`src/rtl/periodic_event_gen.sv`:
```
// periodic_event_gen: multi-channel periodic tick generator with repeat/forever modes, stop, global pause and done strobes.
module periodic_event_gen #(
  parameter int CHANNELS = 4,
  parameter int PER_W    = 8,
  parameter int REP_W    = 8
) (
  input  logic                      clk,
  input  logic                      rst,
  input  logic                      en,
  input  logic [CHANNELS-1:0]       start_i,
  input  logic [CHANNELS-1:0]       stop_i,
  input  logic [CHANNELS-1:0]       mode_i,
  input  logic [CHANNELS*PER_W-1:0] period_i,
  input  logic [CHANNELS*REP_W-1:0] count_i,
  output logic [CHANNELS-1:0]       tick_o,
  output logic [CHANNELS-1:0]       done_o,
  output logic [CHANNELS-1:0]       busy_o,
  output logic                      any_busy_o
);
  typedef enum logic {IDLE, RUN} state_e;
  for (genvar c = 0; c < CHANNELS; c++) begin : g_ch
    state_e           state_q, state_d;
    logic             mode_q, mode_d, tick_q, tick_d, done_q, done_d;
    logic [PER_W-1:0] per_q, per_d, ph_q, ph_d, per_in;
    logic [REP_W-1:0] rem_q, rem_d;
    logic             run, live, zero, fire, fin, go, load;
    always_comb begin
      per_in  = period_i[c*PER_W +: PER_W] == '0 ? PER_W'(1) : period_i[c*PER_W +: PER_W];
      go      = start_i[c] & ~stop_i[c];
      run     = state_q == RUN;
      live    = run & ~stop_i[c];
      zero    = run & ~mode_q & (rem_q == '0);
      fire    = live & ~zero & en & (ph_q == PER_W'(1));
      // a finishing channel may be restarted on the same edge, so back-to-back runs leave no gap
      fin     = (live & zero) | (fire & ~mode_q & (rem_q == REP_W'(1)));
      load    = (~run | fin) & go;
      state_d = (load | (live & ~fin)) ? RUN : IDLE;
      mode_d  = load ? mode_i[c] : mode_q;
      per_d   = load ? per_in : per_q;
      ph_d    = load ? per_in : (live & en & ~zero) ? (fire ? per_q : ph_q - PER_W'(1)) : ph_q;
      rem_d   = load ? count_i[c*REP_W +: REP_W] : (fire & ~mode_q) ? rem_q - REP_W'(1) : rem_q;
      tick_d  = fire;
      done_d  = fin;
    end
    always_ff @(posedge clk) begin
      if (rst) begin
        state_q <= IDLE;
        mode_q  <= 1'b0;
        per_q   <= '0;
        ph_q    <= '0;
        rem_q   <= '0;
        tick_q  <= 1'b0;
        done_q  <= 1'b0;
      end else begin
        state_q <= state_d;
        mode_q  <= mode_d;
        per_q   <= per_d;
        ph_q    <= ph_d;
        rem_q   <= rem_d;
        tick_q  <= tick_d;
        done_q  <= done_d;
      end
    end
    assign tick_o[c] = tick_q;
    assign done_o[c] = done_q;
    assign busy_o[c] = state_q == RUN;
  end
  assign any_busy_o = |busy_o;
endmodule

```
`config.mk`:
```
export PLATFORM = sky130hd
export DESIGN_NAME = periodic_event_gen
export DESIGN_NICKNAME = d
export VERILOG_FILES = /design/src/rtl/periodic_event_gen.sv
export SDC_FILE = /design/constraint.sdc
export NUM_CORES = 1
export LEC_CHECK = 0
export ABC_AREA = 1
export CAP_MARGIN = 0
export CORE_AREA = 2 2 129 131
export DETAILED_ROUTE_END_ITERATION = 10
export DIE_AREA = 0 0 131 133
export MAX_ROUTING_LAYER = met4
export PLACE_DENSITY_LB_ADDON = 0.08
export SLEW_MARGIN = 40
export SYNTH_ARGS = -nofsm -noshare
export SYNTH_HDL_FRONTEND = slang
export SYNTH_SLANG_ARGS = --single-unit
```
`constraint.sdc`:
```
create_clock -name clk -period 1.6 [get_ports clk]
set_clock_uncertainty 0.05 [all_clocks]
set_input_delay 0.32 -clock clk [delete_from_list [all_inputs] [get_ports clk]]
set_output_delay 0.32 -clock clk [all_outputs]
set_load 0.02 [all_outputs]
```
Word level (Yosys, flattened, before mapping)
Index checks and enable logic that the tools add are counted.
{"block": "classes", "add_sub_neg": 8, "n_mux": 28, "n_reduce_logical": 17, "n_eq_ne": 8, "bitwise_logic": 88}
{"operator": "$mux W8", "n": 24}
{"operator": "$eq A8 B1 Y1 const B", "n": 8}
{"operator": "$logic_not A8 Y1", "n": 8}
{"operator": "$sub A8 B1 Y8 const B", "n": 8}
{"operator": "$and A1 B1 Y1", "n": 56}
{"operator": "$not A1 Y1", "n": 20}
{"operator": "$reduce_bool A2 Y1", "n": 8}
{"operator": "$or A1 B1 Y1", "n": 12}
{"operator": "$mux W1", "n": 4}
{"operator": "$reduce_or A4 Y1", "n": 1}
{"block": "word_totals", "reg_bits": 112, "elab_cells": 177, "inputBits": 79, "output_inout_bits": 13}

Longest topological paths before layout
{"block": "logic_depth", "ltp_word": 14, "ltp_mapped": 14, "depth_no_buf": 13}

Worst setup path before layout
OpenSTA, ideal clock, no wires.
{"block": "synth_path", "path_type": "register -> register", "start": "register g_ch[0].rem_q[0]", "end": "register g_ch[0].rem_q[7]", "path_slack_ns": -0.115, "path_buffers": 1, "required_ns": 1.435, "period_less_slack_ns": 1.715, "setup_time_ns": 0.115, "arrival_time_ns": 1.551, "stages_incl_launch_ff": 13, "path_cell_list": "dfxtp_1 -> inv_1 -> ha_1 -> inv_1 -> nor2_1 -> nand3_2 -> nand4_2 -> nand3_4 -> nand2_4 -> buf_6 -> nand2_1 -> o21ai_1 -> nor2_1"}
{"block": "synth_via", "elab_chain_cells": 12, "elab_cells_between_ends": 17, "classes_between": "add/sub (1); eq/ne (1); mux (2); bitwise (11); reduce/logical (2)"}
{"element": "from (decl)", "line_no": "25", "rtl": "logic [REP_W-1:0] rem_q, rem_d;"}
{"element": "from (signal assigned)", "line_no": "59", "rtl": "rem_q <= rem_d;"}
{"element": "$logic_not A8 Y1", "line_no": "32", "rtl": "zero = run & ~mode_q & (rem_q == '0);"}
{"element": "$and A1 B1 Y1", "line_no": "32"}
{"element": "$not A1 Y1", "line_no": "33", "rtl": "fire = live & ~zero & en & (ph_q == PER_W'(1));"}
{"element": "$and A1 B1 Y1 (3 in a row)", "line_no": "33"}
{"element": "$and A1 B1 Y1", "line_no": "35, 41"}
{"element": "$and A1 B1 Y1", "line_no": "35", "rtl": "fin = (live & zero) | (fire & ~mode_q & (rem_q == REP_W'(1)));"}
{"element": "$or A1 B1 Y1", "line_no": "35"}
{"element": "$or A1 B1 Y1", "line_no": "36", "rtl": "load = (~run | fin) & go;"}
{"element": "$and A1 B1 Y1", "line_no": "36"}
{"element": "$mux W8 / $reduce_bool A2 Y1 (equally long branches)"}
Parallel ways exist; a longest one is shown, timed or not. The select of a mux whose other input is x is not followed.
A chain may end at the register's enable or synchronous reset.

Worst setup path in the final report
{"block": "layout_path", "start": "register g_ch[1].ph_q[2]", "end": "register g_ch[1].rem_q[7]"}
{"block": "layout_via", "elab_chain_cells": 8, "elab_cells_between_ends": 9, "classes_between": "eq/ne (1); mux (1); bitwise (6); reduce/logical (1)"}
{"element": "from (decl)", "line_no": "24", "rtl": "logic [PER_W-1:0] per_q, per_d, ph_q, ph_d, per_in;"}
{"element": "from (signal assigned)", "line_no": "58", "rtl": "ph_q <= ph_d;"}
{"element": "$eq A8 B1 Y1 (*)", "line_no": "33"}
{"element": "$and A1 B1 Y1 (*)", "line_no": "33"}
{"element": "$and A1 B1 Y1 (*)", "line_no": "35, 41"}
{"element": "$and A1 B1 Y1", "line_no": "35"}
{"element": "$or A1 B1 Y1", "line_no": "35"}
{"element": "$or A1 B1 Y1", "line_no": "36"}
{"element": "$and A1 B1 Y1", "line_no": "36"}
{"element": "$mux W8 / $reduce_bool A2 Y1 (equally long branches)"}
{"element": "to (signal assigned)", "line_no": "59"}
{"element": "to (decl)", "line_no": "25"}
Every way passes the cells marked *; elsewhere a longest branch is shown, timed or not.

==> results.yml <==
finish:
  nNetsFinal: 1484
  layout_commonest_cell: "nand2_1"
  layout_common_cells: "211 x nand2_1, 145 x buf_4, 116 x nor2_1"
  final_util_pct: 76.4
  drive_gt1_share_pct: 45.3
  area_growth_pct: 73.8
  stdcell_count: 1610
  antenna-diode-count: 0
  fillers: 1123
grt:
  grt_use_met3_pct: 2.67
  globalRouteMet2Util_pct: 42.7
  grt_max_degree: 49
  grt_pass1_wl_mm: 36.0
  grt_pass1_vias: 7656
  busiest_layer: "met2"
  antenna_found_initial: 0
  grt_use_total_pct: 26.4
  met1_usage_pct: 34.1
  grt.overflow.total: 0
setup_path:
  arrival_ns: 2.18
  critPathTopFamily: "simple AND/OR/NAND/NOR gates"
  path_buf_inv: 2
  max_stage_delay_ns: 0.36
  critPathLaunchType: "flop"
  critical_path_class: "flop to flop"
  cpMostUsedCell: "nor2_4"
  timing.reg2reg.setup_slack_ns: -0.33
  required_ns: 1.85
  slowest_stage: "dfxtp_4"
  cp_max_fo: 8
  end_kind: "flop"
  path_cells: "nor2_4 -> nand3_2 -> nor2_4 -> buf_6 -> nand3_4 -> nor2_4 -> clkinvlp_4 -> nand2_2 -> o21ai_2 -> nor2_1"
place:
  post-place-ws_ns: -0.659
  dpl.hpwl_mm: 13.7
  dpl.cell_count: 1521
  gp_congestion: 0.854
  portBuffers: 91
timing:
  finalCriticalPeriod_ns: 1.93
  rsz0062_at_grt: "true"
  setup_viol: 104
  worst_slack_ns: -0.331
  whs_ns: 0.412
  finalHoldViolations: 0
  slew_headroom_pct: 67.1
  fin_crit_sh_pct: 121
  fmax_mhz: 518
  finalMaxSlewViolations: 0
  tightest_slew_ns: 0.493
  fin_setup_tns_ns: -17.49
yosys:
  synthesis.area_mm2: 0.00711
  ys_types: 35
  ys_seq_elements: 112
  synth.yosys.seq_area_share_pct: 31.5
  syn_nets: 1203
  synth_cells: 1104
  synth_edf_count: 0
  ys.flop_type: "dfxtp_1"
  synthArstFlopShare_pct: 0
  avgSynthCellArea_um2: 6.44
  ys_warn_count: 0
floorplanning:
  dieArea_mm2: 0.0174
  chipWidth_um: 131
  rows: 47
  start_util_pct: 43.9
  core_mm2: 0.0162
  io_pins: 92
  die_h_um: 133
clock_tree:
  clk_pin_slew_ns: 0.08
  clockRootBuffer: "clkbuf_16"
  htreeDepth: 3
  clock_path_buffers: 2
  cts_inserted_buffers: 9
  cts_hold_buf: 0
  cts.sinks: 112
  tritoncts: "built"
  clock_latency_ns: 0.37
job:
  cap_violations: 0
detailed_routing:
  wl_per_cell_um: 15.0
  routed_wl_mm: 24.2
  drc: 0
  drt_iter0_markers: 423
  vias_per_cell: 5.05
  ant_nets: 0
  vias: 8127
  first_pass_iters: 5
pwr:
  vdd_drop_max_uv: 605
  powerDensity_mw_per_mm2: 707
  p_leak_uw: 0.00578
hold_path:
  hp-class: "flop to flop"
status:
  status: "complete, but fails checks"
  violations: "setup timing"
report_power, final:
part           total, µW  switching (µW)  internal (µW)
Clock               2390            1170           1220
Combinational       3230            1720           1520
Sequential          3120             150           2970
Total               8740            3040           5700
cell usage after synthesis (4+ instances only):
cell type,number,share of area [%]
o21ai_0,22,1.5
nor2_4,6,0.95
nor3_2,4,0.56
o21ai_1,14,0.99
nand2_2,5,0.44
nand2_4,4,0.63
nor2_1,151,8.0
xnor2_1,6,0.74
clkbuf_1,8,0.42
a21oi_1,44,3.1
inv_2,12,0.63
ha_1,20,3.5
nand3b_1,4,0.42
buf_1,4,0.21
buf_4,21,2.2
nor4_1,4,0.35
nand2_1,300,16
inv_1,120,6.3
dfxtp_1,112,32
nor3_1,9,0.63
buf_6,8,1.3
nand3_2,5,0.70
xor2_1,32,3.9
nor2_2,8,0.70
nand4_1,10,0.88
nand3_1,153,11
layout make-up:
class | instances | area (µm²) | area share [%]
multi-input combinational | 818 | 5810 | 47.0
tap | 220 | 275 | 2.23
timing repair inverter | 4 | 47.5 | 0.385
inverter | 134 | 596 | 4.82
clock buffer | 9 | 225 | 1.82
clock inverter | 7 | 71.3 | 0.577
timing repair buffer | 306 | 3040 | 24.6
sequential | 112 | 2290 | 18.6
state kept, by name, indices dropped and copies added (netlist names):
name,cells
g_ch.tick_q,4
g_ch.ph_q,32
g_ch.mode_q,4
g_ch.run,4
g_ch.per_q,32
g_ch.rem_q,32
g_ch.done_q,4
per-stage QoR:
stage	instance area, µm²	total power [µW]
after global placement	9420	5410
after detailed placement	9420	5420
after global routing	12400	9150
final	12400	8740
after CTS	11200	8230
after floorplan	7320	4590
worst paths after layout:
check                   start          endpoint  cells past startpoint
max reg2reg   g_ch[1].ph_q[2]  g_ch[1].rem_q[7]                     10
min reg2reg  g_ch[2].per_q[4]  g_ch[2].per_q[4]                      2
min          g_ch[2].per_q[4]  g_ch[2].per_q[4]                      2
max           g_ch[1].ph_q[2]  g_ch[1].rem_q[7]                     10
kinds of logic after synthesis:
group	synth area share [%]
flops	31.5
compound gates	5.74
simple gates	43.0
xor+xnor	4.68
buf+inv	11.5
fa+ha+maj	3.52
worst register-to-register path, delay by kind of cell, from the launching register on:
family	cells	cell delay, ns
compound gates	1	0.06
flops	1	0.36
simple gates	7	1.01
buf+inv	2	0.38
layer usage:
layer,vias to the layer above,wire [µm]
met5,-,0
met4,0,596
met3,47,942
met2,207,12100
met1,3813,10600
li1,4060,-
what timing repair did:
item	CTS	global route
buffers inserted	38	29
endpoints found under the setup margin	117	110
endpoints found under the hold margin	0	0
pin swaps	91	136
resized for setup	238	295
gates cloned	18	1
(Power assumes the default switching activity.)
